[src/rtl/led7seg_scan.sv]
// Time-multiplexed scan controller for a shared-cathode 7-segment display.
// Scans one digit per slot with guard blank, 4-bit PWM brightness and per-digit blink.
module led7seg_scan #(
  parameter int NDIG         = 4,
  parameter int TICK_DIV     = 1000,
  parameter int BLINK_FRAMES = 64,
  localparam int DW          = (NDIG > 1) ? $clog2(NDIG) : 1
) (
  input  logic              clk,
  input  logic              rst,
  input  logic              enable,
  input  logic [8*NDIG-1:0] seg_in,
  input  logic [NDIG-1:0]   blink_mask,
  input  logic [3:0]        brightness,
  output logic [NDIG-1:0]   an,
  output logic [7:0]        cathode,
  output logic [DW-1:0]     digit_idx,
  output logic              frame_tick
);

  localparam int TCW = (TICK_DIV > 1) ? $clog2(TICK_DIV) : 1;
  localparam int BCW = (BLINK_FRAMES > 1) ? $clog2(BLINK_FRAMES) : 1;
  localparam logic [TCW-1:0] TC_MAX  = TCW'(TICK_DIV - 1);
  localparam logic [BCW-1:0] BC_MAX  = BCW'(BLINK_FRAMES - 1);
  localparam logic [DW-1:0]  DIG_MAX = DW'(NDIG - 1);

  typedef enum logic [1:0] {
    ST_BLANK,
    ST_DRIVE,
    ST_OFF
  } state_t;

  // Handshake: none; all inputs are level-sampled every clk, outputs are registered.
  state_t          state_q, state_d;
  logic [TCW-1:0]  tc_q, tc_d;
  logic [3:0]      phase_q, phase_d;
  logic [DW-1:0]   digit_q, digit_d;
  logic [BCW-1:0]  blink_cnt_q, blink_cnt_d;
  logic            blink_on_q, blink_on_d;
  logic [7:0]      seg_hold_q, seg_hold_d;
  logic            mask_hold_q, mask_hold_d;
  logic            frame_tick_q, frame_tick_d;
  logic [NDIG-1:0] an_q, an_d;
  logic [7:0]      cathode_q, cathode_d;

  logic            tc_wrap;
  logic            ph_wrap;
  logic            dig_wrap;
  logic [7:0]      seg_sel;
  logic            mask_sel;

  always_comb begin
    seg_sel  = 8'h00;
    mask_sel = 1'b0;
    for (int i = 0; i < NDIG; i++) begin
      if (digit_q == DW'(i)) begin
        seg_sel  = seg_in[8*i +: 8];
        mask_sel = blink_mask[i];
      end
    end
  end

  always_comb begin
    state_d      = state_q;
    tc_d         = tc_q;
    phase_d      = phase_q;
    digit_d      = digit_q;
    blink_cnt_d  = blink_cnt_q;
    blink_on_d   = blink_on_q;
    seg_hold_d   = seg_hold_q;
    mask_hold_d  = mask_hold_q;
    frame_tick_d = 1'b0;
    an_d         = '1;
    cathode_d    = 8'hFF;

    tc_wrap  = (tc_q == TC_MAX);
    ph_wrap  = tc_wrap && (phase_q == 4'hF);
    dig_wrap = ph_wrap && (digit_q == DIG_MAX);

    tc_d = tc_wrap ? '0 : tc_q + 1'b1;

    // The FSM state advances together with phase, using brightness as seen
    // on the last cycle of the outgoing phase, so a phase never glitches.
    if (tc_wrap) begin
      phase_d = phase_q + 4'd1;
      if (phase_d == 4'd0)
        state_d = ST_BLANK;
      else if (phase_d <= brightness)
        state_d = ST_DRIVE;
      else
        state_d = ST_OFF;
    end

    if (ph_wrap) begin
      digit_d      = dig_wrap ? '0 : digit_q + 1'b1;
      frame_tick_d = dig_wrap;
    end

    if (dig_wrap) begin
      if (blink_cnt_q == BC_MAX) begin
        blink_cnt_d = '0;
        blink_on_d  = ~blink_on_q;
      end else begin
        blink_cnt_d = blink_cnt_q + 1'b1;
      end
    end

    if (phase_q == 4'd0 && tc_q == '0) begin
      seg_hold_d  = seg_sel;
      mask_hold_d = mask_sel;
    end

    if (state_q == ST_DRIVE && !(mask_hold_q && blink_on_q)) begin
      an_d      = ~(NDIG'(1) << digit_q);
      cathode_d = ~seg_hold_q;
    end

    if (!enable) begin
      state_d      = ST_BLANK;
      tc_d         = '0;
      phase_d      = 4'd0;
      digit_d      = '0;
      blink_cnt_d  = '0;
      blink_on_d   = 1'b0;
      seg_hold_d   = 8'h00;
      mask_hold_d  = 1'b0;
      frame_tick_d = 1'b0;
      an_d         = '1;
      cathode_d    = 8'hFF;
    end
  end

  always_ff @(posedge clk) begin
    if (rst) begin
      state_q      <= ST_BLANK;
      tc_q         <= '0;
      phase_q      <= 4'd0;
      digit_q      <= '0;
      blink_cnt_q  <= '0;
      blink_on_q   <= 1'b0;
      seg_hold_q   <= 8'h00;
      mask_hold_q  <= 1'b0;
      frame_tick_q <= 1'b0;
      an_q         <= '1;
      cathode_q    <= 8'hFF;
    end else begin
      state_q      <= state_d;
      tc_q         <= tc_d;
      phase_q      <= phase_d;
      digit_q      <= digit_d;
      blink_cnt_q  <= blink_cnt_d;
      blink_on_q   <= blink_on_d;
      seg_hold_q   <= seg_hold_d;
      mask_hold_q  <= mask_hold_d;
      frame_tick_q <= frame_tick_d;
      an_q         <= an_d;
      cathode_q    <= cathode_d;
    end
  end

  assign an         = an_q;
  assign cathode    = cathode_q;
  assign digit_idx  = digit_q;
  assign frame_tick = frame_tick_q;

endmodule

[config.mk]
export PLATFORM = sky130hd
export DESIGN_NAME = led7seg_scan
export DESIGN_NICKNAME = d
export VERILOG_FILES = /design/src/rtl/led7seg_scan.sv
export SDC_FILE = /design/constraint.sdc
export NUM_CORES = 1
export LEC_CHECK = 0
export CAP_MARGIN = 25
export CORE_MARGIN = 1
export CORE_UTILIZATION = 30
export CTS_CLUSTER_DIAMETER = 150
export DETAILED_ROUTE_END_ITERATION = 16
export GPL_TIMING_DRIVEN = 0
export PLACE_DENSITY_LB_ADDON = 0.12
export SYNTH_ARGS = -nofsm -noshare
export SYNTH_HDL_FRONTEND = slang
export SYNTH_SLANG_ARGS = --single-unit
[constraint.sdc]
create_clock -name clk -period 2.1 [get_ports clk]
set_input_delay 0.21 -clock clk [delete_from_list [all_inputs] [get_ports clk]]
set_output_delay 0.21 -clock clk [all_outputs]
set_load 0.01 [all_outputs]
==> run_summary.xml <==
<?xml version="1.0" encoding="UTF-8"?>
<metrics>
  <group name="grt">
    <metric name="grt.overflow.total" unit="">0</metric>
    <metric name="grt_pass1_vias" unit="">1991</metric>
    <metric name="number_of_antenna_violations_at_the_first_check_in_global_routing" unit="">0</metric>
    <metric name="wire_length_of_the_first_global_routing_pass" unit="mm">9.24</metric>
    <metric name="globalRouteTotalUtil" unit="%">15.1</metric>
    <metric name="grt_start_max_net_pins" unit="">15</metric>
  </group>
  <group name="synth">
    <metric name="synth_seq_area_share" unit="%">40.9</metric>
    <metric name="synthesis.nets" unit="">339</metric>
    <metric name="ys_ff_latch" unit="">47</metric>
    <metric name="post_synth.cell_area_avg" unit="sq um">8.16</metric>
    <metric name="synthDistinctLibCells" unit="">33</metric>
    <metric name="synthesis.area" unit="sq mm">0.00230</metric>
    <metric name="synth_cells" unit="">282</metric>
    <metric name="synthesis_warning_total" unit="">0</metric>
  </group>
  <group name="clocking">
    <metric name="numCtsBuffers" unit="">5</metric>
    <metric name="clock_tree.htree_level_count" unit="">2</metric>
    <metric name="tritoncts" unit="">yes</metric>
    <metric name="cts_hold_buffers" unit="">0</metric>
    <metric name="numClockSinks" unit="">47</metric>
    <metric name="clock-root-buffer" unit="">sky130_fd_sc_hd__clkbuf_8</metric>
    <metric name="clk_pin_slew" unit="ns">0.09</metric>
    <metric name="clk_latency" unit="ns">0.30</metric>
    <metric name="clk_path_buf_depth" unit="">2</metric>
  </group>
  <group name="worst_hold_path">
    <metric name="hold_path_depth" unit="">1</metric>
    <metric name="min_path_type" unit="">flop to flop</metric>
  </group>
  <group name="cells_and_area">
    <metric name="fillerInstances" unit="">751</metric>
    <metric name="multiInputGateArea" unit="sq mm">0.00125</metric>
    <metric name="area.growth.synth_to_final" unit="%">37.5</metric>
    <metric name="final_cell_mix" unit="">57 x sky130_fd_sc_hd__clkdlybuf4s50_1, 44 x sky130_fd_sc_hd__dfxtp_1, 30 x sky130_fd_sc_hd__nand2_1, 28 x sky130_fd_sc_hd__nor2_1, 26 x sky130_fd_sc_hd__a21oi_1</metric>
    <metric name="nets" unit="">404</metric>
    <metric name="area.sequential" unit="sq um">945</metric>
    <metric name="antennaDiodeCount" unit="">0</metric>
    <metric name="drive_above_1_share" unit="%">5.75</metric>
    <metric name="utilization" unit="%">43.1</metric>
    <metric name="most_frequent_standard_cell_in_the_layout_excluding_fill_and_tap_cells" unit="">sky130_fd_sc_hd__clkdlybuf4s50_1</metric>
  </group>
  <group name="worst_setup_path">
    <metric name="crit_type" unit="">flop to flop</metric>
    <metric name="reg2regPathDepth" unit="">6</metric>
    <metric name="critPathArrivalTime" unit="ns">2.23</metric>
    <metric name="worst-path-max-fanout" unit="">10</metric>
    <metric name="worstPathRequired" unit="ns">2.34</metric>
    <metric name="critPathLaunchType" unit="">flop</metric>
    <metric name="critical_path_sink_type" unit="">flop</metric>
  </group>
  <group name="sta">
    <metric name="final.setup_skew" unit="ns">0.00866</metric>
    <metric name="finalSetupViolCount" unit="">0</metric>
    <metric name="setup_slack" unit="ns">0.114</metric>
    <metric name="unrepaired_setup_endpoints_after_global_routing" unit="">true</metric>
    <metric name="fin_worst_hold_slack" unit="ns">0.380</metric>
    <metric name="final_hold_viol_count" unit="">0</metric>
    <metric name="fmax" unit="GHz">0.504</metric>
    <metric name="post-route-period-util" unit="%">94.6</metric>
    <metric name="timing_worst_slew_pin_value" unit="ns">0.543</metric>
    <metric name="maxSlewViolCount" unit="">0</metric>
    <metric name="post-route-min-period" unit="ns">1.99</metric>
    <metric name="timing.slew.headroom" unit="%">63.8</metric>
  </group>
  <group name="floorplan">
    <metric name="starting_density_of_the_core" unit="%">31.4</metric>
    <metric name="boundary_pin_count" unit="">58</metric>
    <metric name="die_w" unit="microns">89.6</metric>
    <metric name="fp.dieArea" unit="sq mm">0.00802</metric>
    <metric name="placementRows" unit="">31</metric>
    <metric name="core_region_area" unit="sq mm">0.00733</metric>
    <metric name="die_h" unit="microns">89.6</metric>
  </group>
  <group name="power">
    <metric name="pwr_density_cell" unit="mW/mm^2">582</metric>
    <metric name="report.power.total" unit="uW">1840</metric>
    <metric name="leakagePower" unit="uW">0.00119</metric>
    <metric name="power.ir.vdd_worst" unit="mV">0.266</metric>
  </group>
  <group name="routing">
    <metric name="detailedRoute.firstPassIterationCount" unit="">6</metric>
    <metric name="routed_via_density" unit="">4.79</metric>
    <metric name="detail_route.drc_violations" unit="">0</metric>
    <metric name="vias" unit="">2141</metric>
    <metric name="route.final.wire_length" unit="mm">5.87</metric>
    <metric name="drt-initial-drc-count" unit="">50</metric>
    <metric name="avg_wl_per_cell" unit="microns">13.1</metric>
    <metric name="antenna_violating_nets_post_route" unit="">0</metric>
  </group>
  <group name="run_status">
    <metric name="outcome" unit="">finished clean</metric>
  </group>
  <group name="placement">
    <metric name="detailed_place_hpwl" unit="mm">4.35</metric>
    <metric name="place.port_buffers" unit="">57</metric>
    <metric name="dp_worst_setup_slack" unit="ns">-0.381</metric>
    <metric name="place.gp.congestion" unit="">0.743</metric>
  </group>
  <group name="run">
    <metric name="drv_cap" unit="">0</metric>
  </group>
</metrics>
-- repair_timing --
action,in CTS,in global routing
pin swaps,0,1
gates cloned,0,0
buffers inserted,0,1
gates resized for setup,3,8
setup endpoints to repair,13,24
-- final cells by class --
type | instances | share of cell area (%)
clock buffers | 6 | 2.29
clock inverters | 2 | 1.90
inverters | 20 | 2.37
repair buffers | 58 | 18.3
multi-input cells | 200 | 39.5
plain buffers | 15 | 1.90
well taps | 99 | 3.92
flip-flops and latches | 47 | 29.9
-- where the power goes --
part | internal [uW] | switching (uW) | total [uW]
clock | 476 | 302 | 777
combinational | 95.3 | 58.2 | 153
sequential | 902 | 7.72 | 910
total | 1470 | 368 | 1840
-- registers in the layout, summed over array words and instances, names as in the netlist --
signal and flops:
tc_q 10, cathode 8, seg_hold_q 8, blink_cnt_q 6
an 4, phase_q 4, digit_idx 2, state_q 2
blink_on_q 1, frame_tick 1, mask_hold_q 1
-- worst max-delay path: stages, from the launching register on --
cell                      delay, ns
sky130_fd_sc_hd__dfxtp_1       0.41
sky130_fd_sc_hd__ha_4          0.18
sky130_fd_sc_hd__nand3_1       0.13
sky130_fd_sc_hd__or4_4         0.56
sky130_fd_sc_hd__buf_2         0.21
sky130_fd_sc_hd__or3_1         0.31
sky130_fd_sc_hd__a21oi_1       0.13
-- per-stage QoR --
step	area [sq um]	instances	TNS (ns)
floorplan	2300	282	0
global placement	3000	438	-3.45
detailed placement	3000	438	-3.55
CTS	3130	446	0
global route	3160	447	-0.0650
finish	3160	447	0
-- path summary, 6_finish.rpt --
path,start,endpoint,slack [ns]
hold reg to reg,seg_hold_q[5],cathode[5],0.38
setup reg to reg,tc_q[1],blink_cnt_q[2],0.11
setup / recovery,tc_q[1],blink_cnt_q[2],0.11
hold / removal,seg_hold_q[5],cathode[5],0.38
-- synthesized netlist by cell type, drive strengths merged --
cell type,count,area share (%)
nor4b,2,0.76
clkbuf,13,2.1
ha,14,7.6
nand3,11,2.4
inv,20,3.3
nor2,28,4.6
dfxtp,47,41
or3b,2,0.76
o21ai,23,5.0
nor2b,3,0.82
a21oi,26,5.7
mux2i,2,0.87
o31ai,4,1.3
xnor2,7,2.7
or3,2,0.54
a41o,1,0.44
or4,3,1.1
or2,1,0.27
a31oi,1,0.27
a221o,1,0.44
nand4,6,1.6
buf,2,0.38
nand2b,1,0.27
xor2,8,3.0
and3,6,1.6
a2111oi,1,0.38
and4,3,1.1
a221oi,10,3.8
nor3,1,0.22
nor4,3,0.82
nand2,30,4.9
-- metal layers --
layer	track usage, %	wire [microns]	up-vias
met4	4.76	65	0
met1	19.4	2750	980
li1	-	-	1117
met2	25.1	2840	38
met3	3.66	215	6
met5	0	0	-
-- kinds of logic (layout without fill, tap and decap cells) --
kind of cell	count (synthesis)	in the layout	share of synthesized area, %
xor gates and xnor gates	15	15	5.71
muxes	2	2	0.870
adders and majority gates	14	14	7.61
buffers and inverters	35	101	5.76
and+or+nand+nor	102	102	21.9
DFF	47	47	40.9
AOI/OAI and AO/OA	67	67	17.3
No activity file was read; power rests on OpenSTA's default activity.
